==> src/rtl/sap1_pkg.sv <==
// Shared widths, opcodes and bus-source encoding for the SAP-1 datapath.
package sap1_pkg;

    localparam int unsigned DEF_DATA_W = 8;
    localparam int unsigned DEF_ADDR_W = 4;
    localparam int unsigned OP_W       = DEF_DATA_W - DEF_ADDR_W;

    localparam logic [OP_W-1:0] OP_LDA = 4'h1;
    localparam logic [OP_W-1:0] OP_ADD = 4'h2;
    localparam logic [OP_W-1:0] OP_SUB = 4'h3;
    localparam logic [OP_W-1:0] OP_OUT = 4'hE;
    localparam logic [OP_W-1:0] OP_HLT = 4'hF;

    typedef enum logic [2:0] {
        BUS_NONE,
        BUS_PC,
        BUS_IR,
        BUS_RAM,
        BUS_A,
        BUS_ALU
    } bus_src_t;

endpackage

==> src/rtl/sap1_ram.sv <==
// Register-array program/data memory: asynchronous read, synchronous write, no reset.
module sap1_ram
    import sap1_pkg::*;
#(
    parameter int unsigned DATA_W = DEF_DATA_W,
    parameter int unsigned ADDR_W = DEF_ADDR_W
) (
    input  logic              clk,
    input  logic              we,
    input  logic [ADDR_W-1:0] waddr,
    input  logic [DATA_W-1:0] wdata,
    input  logic [ADDR_W-1:0] raddr,
    output logic [DATA_W-1:0] rdata
);

    localparam int unsigned DEPTH = 2 ** ADDR_W;

    logic [DATA_W-1:0] mem [DEPTH];

    always_ff @(posedge clk) begin
        if (we) begin
            mem[waddr] <= wdata;
        end
    end

    assign rdata = mem[raddr];

endmodule

==> src/rtl/sap1_datapath.sv <==
// SAP-1 W-bus datapath: PC, MAR, RAM, IR, A, B, ALU and OUT, steered by the controller's control word.
module sap1_datapath
    import sap1_pkg::*;
#(
    parameter int unsigned DATA_W = DEF_DATA_W,
    parameter int unsigned ADDR_W = DEF_ADDR_W
) (
    input  logic                     clk,
    input  logic                     n_rst,
    input  logic                     cp,
    input  logic                     ep,
    input  logic                     n_lm,
    input  logic                     n_ce,
    input  logic                     n_li,
    input  logic                     n_ei,
    input  logic                     n_la,
    input  logic                     ea,
    input  logic                     su,
    input  logic                     eu,
    input  logic                     n_lb,
    input  logic                     n_lo,
    input  logic                     prog_mode,
    input  logic                     prog_we,
    input  logic [ADDR_W-1:0]        prog_addr,
    input  logic [DATA_W-1:0]        prog_data,
    output logic [DATA_W-ADDR_W-1:0] instruction,
    output logic [DATA_W-1:0]        out_value,
    output logic [DATA_W-1:0]        bus,
    output logic                     carry,
    output logic                     zero,
    output logic                     bus_conflict
);

    localparam int unsigned PAD_W = DATA_W - ADDR_W;

    logic [ADDR_W-1:0] pc;
    logic [ADDR_W-1:0] mar;
    logic [DATA_W-1:0] ir;
    logic [DATA_W-1:0] a;
    logic [DATA_W-1:0] b;
    logic [DATA_W-1:0] ram_rdata;
    logic [DATA_W-1:0] b_op;
    logic [DATA_W:0]   alu_sum;
    logic [4:0]        drivers;
    logic              multi_drive;
    logic              run;
    bus_src_t          bus_src;

    // Program-load mode masks the whole control word.
    assign run = ~prog_mode;

    assign drivers     = {run & eu, run & ea, run & ~n_ce, run & ~n_ei, run & ep};
    assign multi_drive = |(drivers & (drivers - 5'd1));

    // Two's-complement subtract: A + ~B + 1, carry=1 means no borrow.
    assign b_op    = su ? ~b : b;
    assign alu_sum = {1'b0, a} + {1'b0, b_op} + (DATA_W + 1)'(su);

    sap1_ram #(
        .DATA_W (DATA_W),
        .ADDR_W (ADDR_W)
    ) u_ram (
        .clk   (clk),
        .we    (prog_mode & prog_we),
        .waddr (prog_addr),
        .wdata (prog_data),
        .raddr (mar),
        .rdata (ram_rdata)
    );

    // Fixed-priority source select: ALU > A > RAM > IR > PC.
    always_comb begin
        bus_src = BUS_NONE;
        if (drivers[4]) begin
            bus_src = BUS_ALU;
        end else if (drivers[3]) begin
            bus_src = BUS_A;
        end else if (drivers[2]) begin
            bus_src = BUS_RAM;
        end else if (drivers[1]) begin
            bus_src = BUS_IR;
        end else if (drivers[0]) begin
            bus_src = BUS_PC;
        end
    end

    always_comb begin
        bus = '0;
        case (bus_src)
            BUS_PC:  bus = {{PAD_W{1'b0}}, pc};
            BUS_IR:  bus = {{PAD_W{1'b0}}, ir[ADDR_W-1:0]};
            BUS_RAM: bus = ram_rdata;
            BUS_A:   bus = a;
            BUS_ALU: bus = alu_sum[DATA_W-1:0];
            default: bus = '0;
        endcase
    end

    always_ff @(posedge clk or negedge n_rst) begin
        if (!n_rst) begin
            pc           <= '0;
            mar          <= '0;
            ir           <= '0;
            a            <= '0;
            b            <= '0;
            out_value    <= '0;
            carry        <= 1'b0;
            zero         <= 1'b0;
            bus_conflict <= 1'b0;
        end else if (run) begin
            if (cp)    pc        <= pc + ADDR_W'(1);
            if (!n_lm) mar       <= bus[ADDR_W-1:0];
            if (!n_li) ir        <= bus;
            if (!n_la) a         <= bus;
            if (!n_lb) b         <= bus;
            if (!n_lo) out_value <= bus;
            // Flags track only ALU results written back into A.
            if (!n_la && eu) begin
                carry <= alu_sum[DATA_W];
                zero  <= (alu_sum[DATA_W-1:0] == '0);
            end
            if (multi_drive) bus_conflict <= 1'b1;
        end
    end

    assign instruction = ir[DATA_W-1:ADDR_W];

endmodule

==> config.mk <==
export PLATFORM = sky130hd
export DESIGN_NAME = sap1_datapath
export DESIGN_NICKNAME = d
export VERILOG_FILES = /design/src/rtl/sap1_pkg.sv /design/src/rtl/sap1_ram.sv /design/src/rtl/sap1_datapath.sv
export SDC_FILE = /design/constraint.sdc
export NUM_CORES = 1
export LEC_CHECK = 0
export ABC_AREA = 1
export BUFFER_PORTS_ARGS = -buffer_cell sky130_fd_sc_hd__clkbuf_2
export CAP_MARGIN = 5
export CORE_ASPECT_RATIO = 1.2
export CORE_UTILIZATION = 55
export DETAILED_ROUTE_END_ITERATION = 8
export HOLD_SLACK_MARGIN = 0.02
export PLACE_DENSITY = 0.76
export SLEW_MARGIN = 30
export SYNTH_ARGS = -nofsm -noshare
export SYNTH_HDL_FRONTEND = slang
export SYNTH_HIERARCHICAL = 1
export SYNTH_SLANG_ARGS = --single-unit
==> constraint.sdc <==
create_clock -name clk -period 1.8 [get_ports clk]
set_input_delay 0.27 -clock clk [delete_from_list [all_inputs] [get_ports clk]]
set_output_delay 0.27 -clock clk [all_outputs]
set_load 0.05 [all_outputs]
==> results of run 1 <==
kinds of logic after synthesis:
| group | synth area share [%] |
|---|---|
| muxes | 0.137 |
| and+or+nand+nor | 25.5 |
| buffers and inverters | 8.77 |
| AOI/OAI and AO/OA | 2.50 |
| DFF | 59.9 |
| xor gates and xnor gates | 1.60 |
| adders and majority gates | 1.61 |
per-stage QoR:
stage | TNS [ns] | util (%) | hold WS, ns | setup slack, ns
5_1_grt | -15.76 | 73.0 | 0.139 | -0.836
4_1_cts | -10.26 | 71.6 | 0.102 | -0.723
3_5_place_dp | -9.82 | 64.6 | 0.309 | -0.411
2_1_floorplan | -0.918 | - | -0.0256 | -0.284
3_3_place_gp | -8.97 | 64.6 | 0.309 | -0.420
6_report | -11.46 | 73.0 | 0.117 | -0.773
placed cells by master, fill, tap and decap left out, types with 5 or more instances in the layout:
| cell type | instances |
|---|---|
| ha_1 | 8 |
| xor2_1 | 9 |
| nand2_2 | 44 |
| inv_2 | 7 |
| dfrtp_1 | 42 |
| nor2_1 | 31 |
| inv_1 | 120 |
| nor2_2 | 6 |
| clkbuf_16 | 21 |
| o21bai_1 | 5 |
| buf_4 | 86 |
| nand3_2 | 26 |
| buf_12 | 10 |
| a21oi_1 | 6 |
| nand3_1 | 88 |
| edfxtp_1 | 128 |
| nand2_1 | 277 |
| buf_6 | 10 |
| o21ai_2 | 9 |
| clkbuf_2 | 42 |
| nand2_4 | 7 |
routing by layer:
layer,vias to the layer above,track usage [%],share of wire (%),wire length [µm]
met4,0,16.2,4.9,1010
li1,3112,-,-,-
met3,67,4.90,6.2,1270
met1,3013,32.7,37,7610
met2,299,49.0,51,10500
met5,-,0,0,0
Yosys cell counts (2+ instances only):
| cell type | instances | area (µm²) |
|---|---|---|
| a21oi_1 | 7 | 35.0 |
| a22oi_1 | 4 | 30.0 |
| buf_2 | 13 | 65.1 |
| buf_4 | 9 | 67.6 |
| buf_6 | 7 | 78.8 |
| clkbuf_1 | 4 | 15.0 |
| dfrtp_1 | 43 | 1080 |
| edfxtp_1 | 128 | 3840 |
| ha_1 | 9 | 113 |
| inv_1 | 124 | 465 |
| inv_2 | 5 | 18.8 |
| nand2_1 | 322 | 1210 |
| nand2_2 | 3 | 18.8 |
| nand2_4 | 3 | 33.8 |
| nand3_1 | 116 | 581 |
| nand3b_1 | 3 | 22.5 |
| nand4_1 | 2 | 12.5 |
| nor2_1 | 33 | 124 |
| nor2_2 | 4 | 25.0 |
| nor2_4 | 4 | 45.0 |
| nor3_1 | 2 | 10.0 |
| o21ai_2 | 9 | 78.8 |
| o21bai_1 | 5 | 37.5 |
| xnor2_1 | 3 | 26.3 |
| xor2_1 | 12 | 105 |
state kept, by name (all words and copies together) (netlist names):
| register | flops |
|---|---|
| pc | 4 |
| ir | 8 |
| mar | 4 |
| carry | 1 |
| b | 8 |
| bus_conflict | 1 |
| out_value | 8 |
| a | 8 |
| u_ram/mem | 128 |
| zero | 1 |
final cells by class:
type / count / area, µm²
sequential: 171 / 4920
clock inverter: 15 / 141
fill: 966 / 3910
multi-input combinational: 549 / 2940
clock buffer: 17 / 425
timing repair buffer: 159 / 1390
inverter: 130 / 499
tap: 200 / 250
critical path, cell delays in order, from the launching register on:
cell,delay (ns)
dfrtp_2,0.47
clkinv_4,0.13
buf_12,0.14
buf_16,0.13
nand2_2,0.05
nand2_2,0.06
nand2_2,0.06
nand3_2,0.06
nand3_2,0.10
nand2_2,0.07
nand2_2,0.07
nand3_4,0.07
or2_4,0.26
clkbuf_16,0.17
how the worst max path moves through the flow:
stage / startpoint / end / cells after the start
2_1_floorplan: a[0] / bus[1] / 7
3_3_place_gp: su / bus[1] / 8
3_5_place_dp: su / bus[7] / 12
4_1_cts: b[2] / bus[3] / 11
5_1_grt: mar[0] / bus[3] / 13
6_report: mar[0] / bus[3] / 13
power by group:
group / total, mW / internal [mW] / switching, mW / leakage [nW]
combinational: 8.33 / 3.50 / 4.83 / 3.05
clock: 3.49 / 1.93 / 1.56 / 0.273
sequential: 5.07 / 4.70 / 0.377 / 1.70
timing repair:
item / CTS / global route
buffers inserted: 7 / 10
setup endpoints to repair: 45 / 46
endpoints found under the hold margin: 22 / 0
pin swaps: 28 / 33
gates cloned: 3 / 1
hold buffers: 1 / 0
resized for setup: 74 / 46
==> out/results.txt, run 1 <==
Area of the core = 14,500 µm²
Worst Hold Depth = 4
Largest net degree at the start of global routing = 25
Final Net Count = 1,066
Initial antenna violation count = 0
Layout Cells excl Fill = 1,241
Global placement routability congestion = 0.932
CTS Buffer Depth = 2
CP Capture Type = primary output
Fmax = 389 MHz
CTS tree = done
Worst Setup Path Type = reg2out
Cell Pwr Density = 1600 nW/µm²
Worst Max-Slew Pin Slew = 0.633 ns
Worst EP arrival = 2.30 ns
Min-delay worst type = in2reg
R2R Path Start = mar[0]
Sequential element share of the synthesized area = 59.9%
Reg2Reg Setup Slack = -0.24 ns
Status = finished, violations left
Placed insts = 1,191
Clock sink count = 171
Final Hold Vio Count = 0
Vias in the first global route = 6,330
Post-layout power = 16.9 mW
Dpl cell area = 9350 µm²
Cell count after synthesis = 884
Synth Cell Area = 8220 µm²
CP Launch Type = register
Drt first pass iters = 5
Failing checks = negative setup slack
Post-synthesis async set-or-reset flop share = 25.1%
Placed wire-length estimate = 13,100 µm
Die Wd = 114 µm
Syn avg cell area = 9.30 µm²
Max_slew headroom = 57.8%
Fin. max-slew vios = 0
I/O pin count = 51
Routed vias/inst = 5.23
Setup-failing EPs final = 45
Root buf cell = clkbuf_16
DR vias = 6,491
WL per Instance = 16.4 µm
Post-synthesis cell type count = 35
First-pass GRT wire length = 31,900 µm
Ys flop type = edfxtp_1
Yosys reg bits = 171
Peak VDD IR = 0.891 mV
Clock transition at path regs = 0.07 ns
Mapped Nets = 922
IO buf count = 50
Tmin final = 2.57 ns
RSZ-0062 raised after global routing = true
Share of cells above drive strength 1 = 29.7%
Number of synthesized flops with an enable pin = 128
Initial core utilization = 56.8%
Post-Route WL = 20,400 µm
Hold_sp = n_lm
Cells on worst reg2reg path = 15
Initial DRC count = 622
Skew final = 0.00727 ns
Final instance area = 10,600 µm²
Global route overflow = 0
Clock Latency Late Sink = 0.43 ns
Gr usage total = 28.1%
Yosys Warn Count = 6
Final ANT Viol Nets = 0
Htree depth = 4
Hold EP = mar[0]
Rows = 48
Antenna cells = 0
LEAKAGE = 5.02 nW
Setup ws final = -0.773 ns
Final routed DRC violation total = 0
Die Footprint = 15,400 µm²
WP data required = 1.53 ns
CTS Buf Count = 17
Fin crit share = 143%
Worst Path Max Fanout = 8
Max Cap Viol = 0
Die Span Y = 136 µm
Layout Area Growth over Synthesis = 28.6%
Worst r2r dst = ir[6]
No activity file was read; power rests on OpenSTA's default activity.
==> inputs of run 2 (changes only) <==
ABC_AREA = 0   (was 1)
CORE_MARGIN = 10   (was default)
CORE_UTILIZATION = 54   (was 55)
PLACE_DENSITY = 0.75   (was 0.76)
==> out/results.txt, run 2 <==
Status = finished, violations left
Failing checks = negative setup slack
Largest net degree at the start of global routing = 44
Worst EP arrival = 2.73 ns
Placed wire-length estimate = 12,200 µm
Vias in the first global route = 4,959
Routed met3 length = 983 µm
Min-delay worst type = in2reg
Layout Area Growth over Synthesis = 27.3%
Cell Pwr Density = 1400 nW/µm²
Cell taking the most area after synthesis = edfxtp_1
Largest cells by area after synthesis = edfxtp_1 (52%), dfrtp_1 (14%), mux4_2 (5.4%), mux4_1 (4.9%), nand2_1 (2.5%)
CP Launch Type = register
IO buf count = 50
Setup ws final = -1.20 ns
Share of cells above drive strength 1 = 43.2%
Worst Setup Path Type = reg2out
Rows = 46
Placed insts = 746
Initial DRC count = 421
Final Net Count = 653
Global placement routability congestion = 0.930
Clock transition at path regs = 0.06 ns
Area of the core = 13,400 µm²
Simple-Gate Fraction of Synth Area = 7.18%
Fin. max-slew vios = 0
Mux contribution to synthesized area = 11.6%
Final instance area = 9480 µm²
WP data required = 1.53 ns
DR vias = 4,752
Skew final = 0.00885 ns
Yosys Warn Count = 6
Final Util = 71.0%
Share of the synthesized area in the top cell type = 51.6%
Post-layout power = 13.2 mW
Peak VDD IR = 1.22 mV
Drt first pass iters = 5
Htree depth = 4
Commonest non-fill, non-tap cell in the layout = edfxtp_1
Cell count after synthesis = 481
Initial antenna violation count = 0
WL per Instance = 23.0 µm
Pre-CTS worst setup slack = -0.864 ns
Post-Route WL = 18,300 µm
Worst Path Max Fanout = 9
Clock Latency Late Sink = 0.43 ns
Dpl cell area = 8410 µm²
Main combinational cell family by area after synthesis = multiplexers
Synth Area in XOR/XNOR = 1.76%
Die Footprint = 18,900 µm²
Final ANT Viol Nets = 0
I/O pin count = 51
Max Cap Viol = 0
CTS tree = done
Worst Max-Slew Pin Slew = 0.783 ns
Layout Cells excl Fill = 796
Max_slew headroom = 47.7%
Post-synthesis cell type count = 59
Metal2 WL = 9510 µm
Gr usage total = 19.7%
Top reg by flops = u_ram/mem
Synth Cell Area = 7440 µm²
Synth cell count leaders = edfxtp_1 (128), nand2_1 (50), dfrtp_1 (43)
Setup TNS = -33.73 ns
Yosys reg bits = 171
Min Hold Slack = 0.0625 ns
Final Hold Vio Count = 0
Tmin final = 3.00 ns
Die Span Y = 149 µm
Routed vias/inst = 5.97
Fin crit share = 167%
Syn avg cell area = 15.5 µm²
Fmax = 334 MHz
Post-synthesis async set-or-reset flop share = 25.1%
Root buf cell = clkbuf_16
Number of synthesized flops with an enable pin = 128
Antenna cells = 0
Global route overflow = 0
Number of flip-flops in the largest register = 128
RSZ-0062 raised after global routing = true
LEAKAGE = 3.62 nW
Die Wd = 127 µm
Adder-cell share of the synthesized area = 1.92%
Setup-failing EPs final = 46
Sequential element share of the synthesized area = 66.1%
Mapped Nets = 519
First-pass GRT wire length = 28,200 µm
CP Capture Type = primary output
Post-synthesis compound-gate area fraction = 8.27%
Top-count cell post-synth = edfxtp_1
M1 WL = 7100 µm
CTS Buffer Depth = 2
Most frequent cells in the layout = edfxtp_1 (128), buf_4 (77), nand2_1 (48)
Ys flop type = edfxtp_1
Top layer reached by signal wires = met4
Final routed DRC violation total = 0
Clock sink count = 171
CTS Buf Count = 17
Initial core utilization = 55.8%
run 2: cell types whose count changed after synthesis, sizes merged, moves of 9 or more:
cell   before  now
a22oi       4   17
a21oi       7   16
inv       130   13
mux4        0   32
nor2       41   27
o21ai      11   29
buf        30   19
nand2     328   50
nand3     117    8
run 2: path summary, 6_finish.rpt:
path,startpoint,to,slack [ns],cells after the start
max in group asynchronous,n_rst,mar[0],1.22,3
max,mar[0],bus[3],-1.20,10
min in group asynchronous,n_rst,ir[6],0.36,3
min reg2reg,bus_conflict,bus_conflict,0.47,2
max reg2reg,mar[0],out_value[7],-0.84,11
min,n_la,a[4],0.06,2
run 2: cell type report:
type | count | area [µm²]
Clock buffer | 17 | 425
Clock inverter | 15 | 234
Fill cell | 816 | 3870
Inverter | 13 | 57.6
Multi-Input combinational cell | 269 | 2440
Sequential cell | 171 | 4920
Tap cell | 168 | 210
Timing Repair Buffer | 143 | 1190
run 2: critical path, cell delays in order, from the launching register on:
cell and delay [ns]:
dfrtp_2 0.43, buf_12 0.16, mux4_2 0.54, a22oi_2 0.23, nand2_1 0.09, nor2_1 0.12
a31oi_1 0.06, a221oi_2 0.30, buf_4 0.18, inv_2 0.04, buf_8 0.14
run 2: cell families (layout without fill, tap and decap cells):
kind of cell / count (synthesis) / in the layout
multiplexers: 39 / 39
XOR/XNOR: 15 / 15
adder cells (fa/ha/maj): 11 / 11
buffers and inverters: 41 / 188
AND/OR/NAND/NOR: 116 / 116
AO/OA/AOI/OAI: 88 / 88
flip-flops: 171 / 171
run 2: what timing repair did:
item / 4_1_cts / 5_1_grt
hold buffers: 1 / 0
hold endpoints to repair: 43 / 0
pin swaps: 11 / 3
gates cloned: 2 / 0
gates resized for setup: 42 / 14
setup buffers: 10 / 5
setup endpoints to repair: 46 / 46
run 2: routing by layer:
metal | track usage, % | vias up
met5 | 0 | -
met4 | 9.18 | 0
met3 | 4.66 | 51
met2 | 34.3 | 191
met1 | 22.3 | 2402
li1 | - | 2108
run 2: report_power, final:
group	leakage (nW)	switching (mW)	total, mW	internal [mW]
registers	1.70	0.255	4.82	4.57
logic	1.60	2.45	4.43	1.97
clock network	0.321	1.61	4.00	2.39
total	3.62	4.32	13.2	8.93
==> inputs of run 3 (changes only) <==
CELL_PAD_IN_SITES_DETAIL_PLACEMENT = 1   (was default)
CELL_PAD_IN_SITES_GLOBAL_PLACEMENT = 2   (was default)
CORE_UTILIZATION = 40   (was 54)
PLACE_DENSITY = default   (was 0.75)
PLACE_DENSITY_LB_ADDON = 0.1   (was default)
==> out/results.txt, run 3 (synthesis gave the netlist of run 2 again) <==
Clock sink count = 171
M1 WL = 7830 µm
Global route overflow = 0
Clock Latency Late Sink = 0.43 ns
Initial antenna violation count = 0
Initial DRC count = 237
LEAKAGE = 3.78 nW
Final routed DRC violation total = 0
Critical-path top delay cell = dfrtp_2
Number of flip-flops in the largest register = 128
Final Net Count = 683
Placed insts = 833
Placed wire-length estimate = 14,700 µm
Fmax = 327 MHz
Vias in the first global route = 5,302
Post-Route WL = 20,400 µm
Layout Area Growth over Synthesis = 32.3%
Routed met3 length = 516 µm
Share of cells above drive strength 1 = 49.1%
Hold_sp = n_la
Status = finished, violations left
Htree depth = 4
CP dominant cell by count = buf_4
Tmin final = 3.06 ns
Cell family with most CP delay = buffers and inverters
CTS Buffer Depth = 2
Initial core utilization = 40.8%
CP Capture Type = primary output
Rows = 54
Commonest non-fill, non-tap cell in the layout = edfxtp_1
CTS tree = done
Clock transition at path regs = 0.07 ns
Largest net degree at the start of global routing = 23
Root buf cell = clkbuf_16
Fin crit share = 170%
WL per Instance = 23.1 µm
Failing checks = negative setup slack
Hold EP = a[4]
Setup ws final = -1.26 ns
Area of the core = 18,200 µm²
Worst Max-Slew Pin Slew = 0.604 ns
Metal2 WL = 11,700 µm
I/O pin count = 51
Die Span Y = 169 µm
Final ANT Viol Nets = 0
CP max stage delay = 0.44 ns
Final instance area = 9850 µm²
First-pass GRT wire length = 31,300 µm
Die Footprint = 24,500 µm²
Top reg by flops = u_ram/mem
Cells on worst reg2reg path = 11
Cell Pwr Density = 1380 nW/µm²
Antenna cells = 0
Max_slew headroom = 59.8%
Max Cap Viol = 0
Setup-failing EPs final = 46
Reg2Reg Setup Slack = -0.68 ns
Top layer reached by signal wires = met4
IO buf count = 50
Die Wd = 145 µm
Final Util = 54.0%
Final Hold Vio Count = 0
Peak VDD IR = 0.665 mV
RSZ-0062 raised after global routing = true
Worst EP arrival = 2.79 ns
Skew final = 0.0143 ns
Dpl cell area = 8740 µm²
Layout Cells excl Fill = 882
CP Launch Type = register
Global placement routability congestion = 0.793
DR vias = 4,723
WP data required = 1.53 ns
Fin. max-slew vios = 0
R2R Path Start = mar[0]
Most frequent cells in the layout = edfxtp_1 (128), buf_4 (98), nand2_1 (42), dfrtp_1 (42), clkbuf_2 (42)
CTS Buf Count = 17
Min Hold Slack = 0.0719 ns
Worst Setup Path Type = reg2out
Cell Chain, Critical Path = buf_12 > buf_4 > buf_4 > mux4_2 > a22oi_2 > nand2_2 > a221oi_2 > a211o_1 > clkinvlp_4 > buf_8
Worst Path Max Fanout = 7
Gr usage total = 17.3%
Worst r2r dst = mar[0]
Worst path buffer plus inverter count = 5
Worst Hold Depth = 2
Min-delay worst type = in2reg
Drt first pass iters = 4
Routed vias/inst = 5.35
[run 3: changes by cell type in the layout (fill, tap and decap cells not counted), moves of 5 or more]
cell,previous run,this run
a21oi_2,3,8
a21oi_1,13,8
buf_4,77,98
buf_6,6,12
nand2_1,48,42
nand2_2,2,7
[run 3: what timing repair did]
item                                   4_1_cts  5_1_grt
setup buffers                               10       11
resized for setup                           49       44
endpoints found under the hold margin       20        0
setup endpoints to repair                   46       46
pin swaps                                   17       18
hold buffers                                 1        0
[run 3: per-layer routing]
| metal | track usage [%] | vias up |
|---|---|---|
| met5 | 0 | - |
| met3 | 3.00 | 24 |
| met4 | 5.33 | 0 |
| met2 | 32.6 | 73 |
| met1 | 19.2 | 2456 |
| li1 | - | 2170 |
[run 3: through the flow]
step,TNS (ns),setup slack (ns),power (mW)
2_1_floorplan,-14.44,-0.643,7.39
3_3_place_gp,-34.58,-0.942,9.16
3_5_place_dp,-35.90,-0.966,9.23
4_1_cts,-32.92,-1.29,13.3
5_1_grt,-36.66,-1.35,14.2
6_report,-32.59,-1.26,13.6
[run 3: where the power goes]
part	switching [mW]	internal (mW)
Clock	1.65	1.96
Sequential	0.250	4.57
Combinational	2.77	2.36
Total	4.67	8.89
[run 3: area by class of cell]
class	instances	area (µm²)
well taps	224	280
fillers	1808	8390
multi-input cells	269	2560
clock inverters	14	150
repair buffers	173	1450
inverters	13	57.6
clock buffers	18	429
flip-flops and latches	171	4920
[run 3: worst max-delay path by stage]
| stage | cells past startpoint | endpoint | start | slack (ns) |
|---|---|---|---|---|
| 2_1_floorplan | 8 | a[7] | su | -0.64 |
| 3_3_place_gp | 11 | bus[4] | su | -0.94 |
| 3_5_place_dp | 9 | bus[4] | mar[0] | -0.97 |
| 4_1_cts | 10 | bus[2] | mar[0] | -1.29 |
| 5_1_grt | 10 | bus[4] | mar[0] | -1.35 |
| 6_report | 10 | bus[4] | mar[0] | -1.26 |
